==> src/rtl/an3_serial_tx.sv <==
// Bit-serial AN-code (A=3) transmitter: sends 3*data LSB-first as data + (data<<1),
// one sum bit per accepted beat, over a valid/ready serial link.
module an3_serial_tx #(
  parameter int DATA_W = 8
) (
  input  logic              clk,
  input  logic              rst_n,
  input  logic              in_valid,
  output logic              in_ready,
  input  logic [DATA_W-1:0] in_data,
  output logic              tx_valid,
  input  logic              tx_ready,
  output logic              tx_bit,
  output logic              tx_last
);

  localparam int CW    = DATA_W + 2;
  localparam int CNT_W = $clog2(CW);
  localparam logic [CNT_W-1:0] CNT_LAST = CNT_W'(CW - 1);

  typedef enum logic {IDLE, SEND} state_e;

  state_e             state_q, state_d;
  logic [DATA_W-1:0]  sh_q, sh_d;
  logic               prev_q, prev_d;
  logic               carry_q, carry_d;
  logic [CNT_W-1:0]   cnt_q, cnt_d;

  // sh_q[0] is bit i of data, prev_q is bit i-1 (i.e. bit i of data<<1).
  always_comb begin
    // NOTE: every signal gets a default first so no path leaves it unassigned (no latches).
    state_d  = state_q;
    sh_d     = sh_q;
    prev_d   = prev_q;
    carry_d  = carry_q;
    cnt_d    = cnt_q;
    in_ready = 1'b0;
    tx_valid = 1'b0;
    tx_bit   = 1'b0;
    tx_last  = 1'b0;

    unique case (state_q)
      IDLE: begin
        in_ready = 1'b1;
        if (in_valid) begin
          state_d = SEND;
          sh_d    = in_data;
          prev_d  = 1'b0;
          carry_d = 1'b0;
          cnt_d   = '0;
        end
      end
      SEND: begin
        tx_valid = 1'b1;
        tx_bit   = sh_q[0] ^ prev_q ^ carry_q;
        tx_last  = (cnt_q == CNT_LAST);
        if (tx_ready) begin
          prev_d  = sh_q[0];
          sh_d    = sh_q >> 1;
          carry_d = (sh_q[0] & prev_q) | (sh_q[0] & carry_q) | (prev_q & carry_q);
          // Counter returns to 0 on the final beat so it never leaves 0..CW-1.
          if (tx_last) begin
            state_d = IDLE;
            cnt_d   = '0;
          end else begin
            cnt_d = cnt_q + 1'b1;
          end
        end
      end
      default: state_d = IDLE;
    endcase
  end

  always_ff @(posedge clk or negedge rst_n) begin
    if (!rst_n) begin
      state_q <= IDLE;
      sh_q    <= '0;
      prev_q  <= 1'b0;
      carry_q <= 1'b0;
      cnt_q   <= '0;
    end else begin
      // NOTE: non-blocking assignments so every flop samples pre-edge values.
      state_q <= state_d;
      sh_q    <= sh_d;
      prev_q  <= prev_d;
      carry_q <= carry_d;
      cnt_q   <= cnt_d;
    end
  end

endmodule

==> config.mk <==
export PLATFORM = sky130hd
export DESIGN_NAME = an3_serial_tx
export DESIGN_NICKNAME = d
export VERILOG_FILES = /design/src/rtl/an3_serial_tx.sv
export SDC_FILE = /design/constraint.sdc
export NUM_CORES = 1
export LEC_CHECK = 0
export CAP_MARGIN = 20
export CORE_MARGIN = 2
export CORE_UTILIZATION = 51
export CTS_CLUSTER_SIZE = 10
export DETAILED_ROUTE_END_ITERATION = 16
export DONT_BUFFER_PORTS = 1
export MAX_ROUTING_LAYER = met4
export PLACE_DENSITY_LB_ADDON = 0.05
export SLEW_MARGIN = 20
export SYNTH_ARGS = -nofsm -noshare
export SYNTH_HDL_FRONTEND = slang
export SYNTH_SLANG_ARGS = --single-unit
==> constraint.sdc <==
create_clock -name clk -period 1.36 [get_ports clk]
set_input_delay 0.204 -clock clk [delete_from_list [all_inputs] [get_ports clk]]
set_output_delay 0.204 -clock clk [all_outputs]
set_load 0.01 [all_outputs]
==> metrics.txt <==
post-layout minimum cycle time 1.571 ns; fraction of the yosys area taken by sequential cells 0.4747; cells along the critical path fa_1 > and2_4; Largest stage delay, worst path 0.53 ns; total power consumption of the routed design 1.549 mW; type of origin of the critical path register; Via Count 558; chip height 43.38 um; worst-path cell with the longest stage delay sky130_fd_sc_hd__fa_1; weighted congestion at the end of routability-driven global placement 0.7616; Period Utilization, post-route 1.155; violations in the final reports setup timing; critical path class register to primary output; Routed Antenna Nets 0; count of placed standard cells in the final layout, fillers left out 104; Syn Area/Cell 10.40 sq um; die outline area 0.001881 sq mm; maximum number of pins on one net before global-route repair 18; clock tree from TritonCTS built; most common flop cell mapped by yosys sky130_fd_sc_hd__dfrtp_1; Synth Cell Area 790.8 sq um; number of antenna violations at the first check in global routing 0; routed wire length 1533 um; share of the synthesized area in the top cell type 0.4747; Final Hold Fails 0; setup slack after layout -0.2113 ns; Rel. slew slack 0.5398; DP Worst Slack 0.03030 ns; Worst IR Drop VDD 0.9397 mV; CP endpoint kind primary output; Vias/cell 5.365; synthesis-stage register bit count 15; half-perimeter wire length after placement 982.8 um; power per standard cell area 1673 mW/mm^2; Post-synth top cells sky130_fd_sc_hd__dfrtp_1 (15), sky130_fd_sc_hd__nand2_1 (15), sky130_fd_sc_hd__o21ai_0 (10), sky130_fd_sc_hd__mux2i_1 (9); share of post-route cells with drive strength above 1 0.2273; number of I/O port buffers 0; WP data required 1.16 ns; cell types occupying the most area after synthesis sky130_fd_sc_hd__dfrtp_1 (47%), sky130_fd_sc_hd__mux2i_1 (11%), sky130_fd_sc_hd__nand2_1 (7.1%), sky130_fd_sc_hd__o21ai_0 (6.3%), sky130_fd_sc_hd__buf_6 (4.3%); worst min path class primary input to register; result of the run complete, but fails checks; Clk pin slew, worst setup/hold paths 0.09 ns; area of placed instances 802.0 sq um; share of synthesized registers carrying an async set or reset 1.000; number of rows created at floorplan 14; RSZ-0062 raised after global routing yes; maximum level of the CTS H-tree 1; Warnings, synthesis 0; drt first pass iters 4; I/O pin total 16; Syn Inst Count 76; global-route total usage across every layer 0.1881; Antenna Cells 0; Critical Path Fanout Max 2; Net Count, Synth 91; final-stage net count 104; number of unique standard cell types used by synthesis 23; leakage 0.4723 nW; Clk Latency, worst-skew pair 0.28 ns; number of global-route vias before repair 553; worst clock skew on the final layout 0.002055 ns; count of flip-flops with a built-in enable after synthesis 0; CTS Buffer Depth 2; root buffer cell sky130_fd_sc_hd__clkbuf_4; 1st-iter DRT viols 10; number of maximum-capacitance constraint violations 0; overall overflow remaining after global route 0; Final Max Tran Viols 0; Final Util 0.6293; core box area 0.001471 sq mm; Inserted Clock Buffers 3; summed area of non-filler cells in the final layout 925.9 sq um; post-synth top area cell sky130_fd_sc_hd__dfrtp_1; routed wire length per instance 14.74 um; horizontal die dimension 43.38 um; signal arrival time at the worst endpoint 1.37 ns; first-pass GRT wire length 2456 um; # placed instances 92; number of endpoints failing setup at the final stage 2; pin slew with the least headroom to its limit 0.6881 ns; Initial Utilization 0.5374; residual DRC count 0; Num Clock Sinks 15; Area Growth Syn to Fin 17.09%; highest achievable clock rate 636.4 MHz
==> report_power, final <==
| group | switching (mW) | internal, mW |
|---|---|---|
| logic | 0.286 | 0.302 |
| registers | 0.110 | 0.592 |
| clock network | 0.145 | 0.114 |
| total | 0.541 | 1.01 |
==> logic make-up (layout without fill, tap and decap cells) <==
group	after synthesis	after routing	share of synthesized area
compound gates	18	18	0.1250
xor+xnor	1	1	0.01108
fa+ha+maj	3	3	0.05696
buf+inv	7	19	0.06328
flops	15	15	0.4747
mux	10	10	0.1424
simple gates	22	22	0.1266
==> registers in the layout, summed over array words and instances (netlist names) <==
name     count
carry_q      1
cnt_q        4
prev_q       1
sh_q         8
state_q      1
==> final timing paths <==
kind	startpoint	to	slack [ns]	depth (start not counted)
worst max-delay path	carry_q$_DFFE_PN0P_	tx_bit	-0.21	2
worst min-delay path	tx_ready	state_q$_DFF_PN0_	0.02	1
worst max register to register	cnt_q[0]$_DFFE_PN0P_	cnt_q[2]$_DFFE_PN0P_	0.08	4
worst min register to register	sh_q[4]$_DFFE_PN0P_	sh_q[4]$_DFFE_PN0P_	0.49	2
max in group asynchronous	rst_n	sh_q[6]$_DFFE_PN0P_	0.53	1
min in group asynchronous	rst_n	prev_q$_DFFE_PN0P_	0.40	1
==> metal layers <==
layer | global-route usage | vias to the layer above | wire length [um]
li1 | - | 286 | -
met3 | 0.02500 | 2 | 39
met1 | 0.2486 | 261 | 719
met2 | 0.2746 | 9 | 758
met5 | - | - | 0
met4 | 0.1152 | 0 | 15
==> layout by cell type, fill, tap and decap left out, drive strengths merged, types with 2 or more instances in the layout <==
cell type | Yosys | layout
dfrtp | 15 | 15
buf | 4 | 11
mux2i | 10 | 10
ha | 2 | 2
o21ai | 12 | 12
nand2 | 16 | 16
inv | 3 | 3
nor2 | 2 | 2
clkbuf | 0 | 4
a31oi | 2 | 2
==> per-stage QoR <==
stage	TNS [ns]	hold WS, ns
floorplan	0	-0.09159
global placement	0	-0.09116
detailed placement	0	-0.09114
CTS	-0.2917	0.005493
global route	-0.3863	0.008268
finish	-0.2607	0.01865
==> worst max-delay path, delay by kind of cell (launching register included) <==
| family | cells | cell delay (ns) |
|---|---|---|
| simple gates | 1 | 0.14 |
| flops | 1 | 0.41 |
| fa+ha+maj | 1 | 0.53 |
==> cell type report <==
type	count	area, sq um
Fill cell	129	545.5
Tap cell	16	20.02
Clock buffer	4	26.28
Sequential cell	15	375.4
Inverter	3	11.26
Multi-Input combinational cell	54	387.9
Timing Repair Buffer	12	105.1
==> repair_timing <==
action                                 CTS  global route
endpoints found under the hold margin   15             0
pin swaps                                2             1
gates resized for setup                  3             2
hold buffers                             1             0
buffers inserted                         5             2
setup endpoints to repair                2             6
Power figures use the tool's default switching activity.
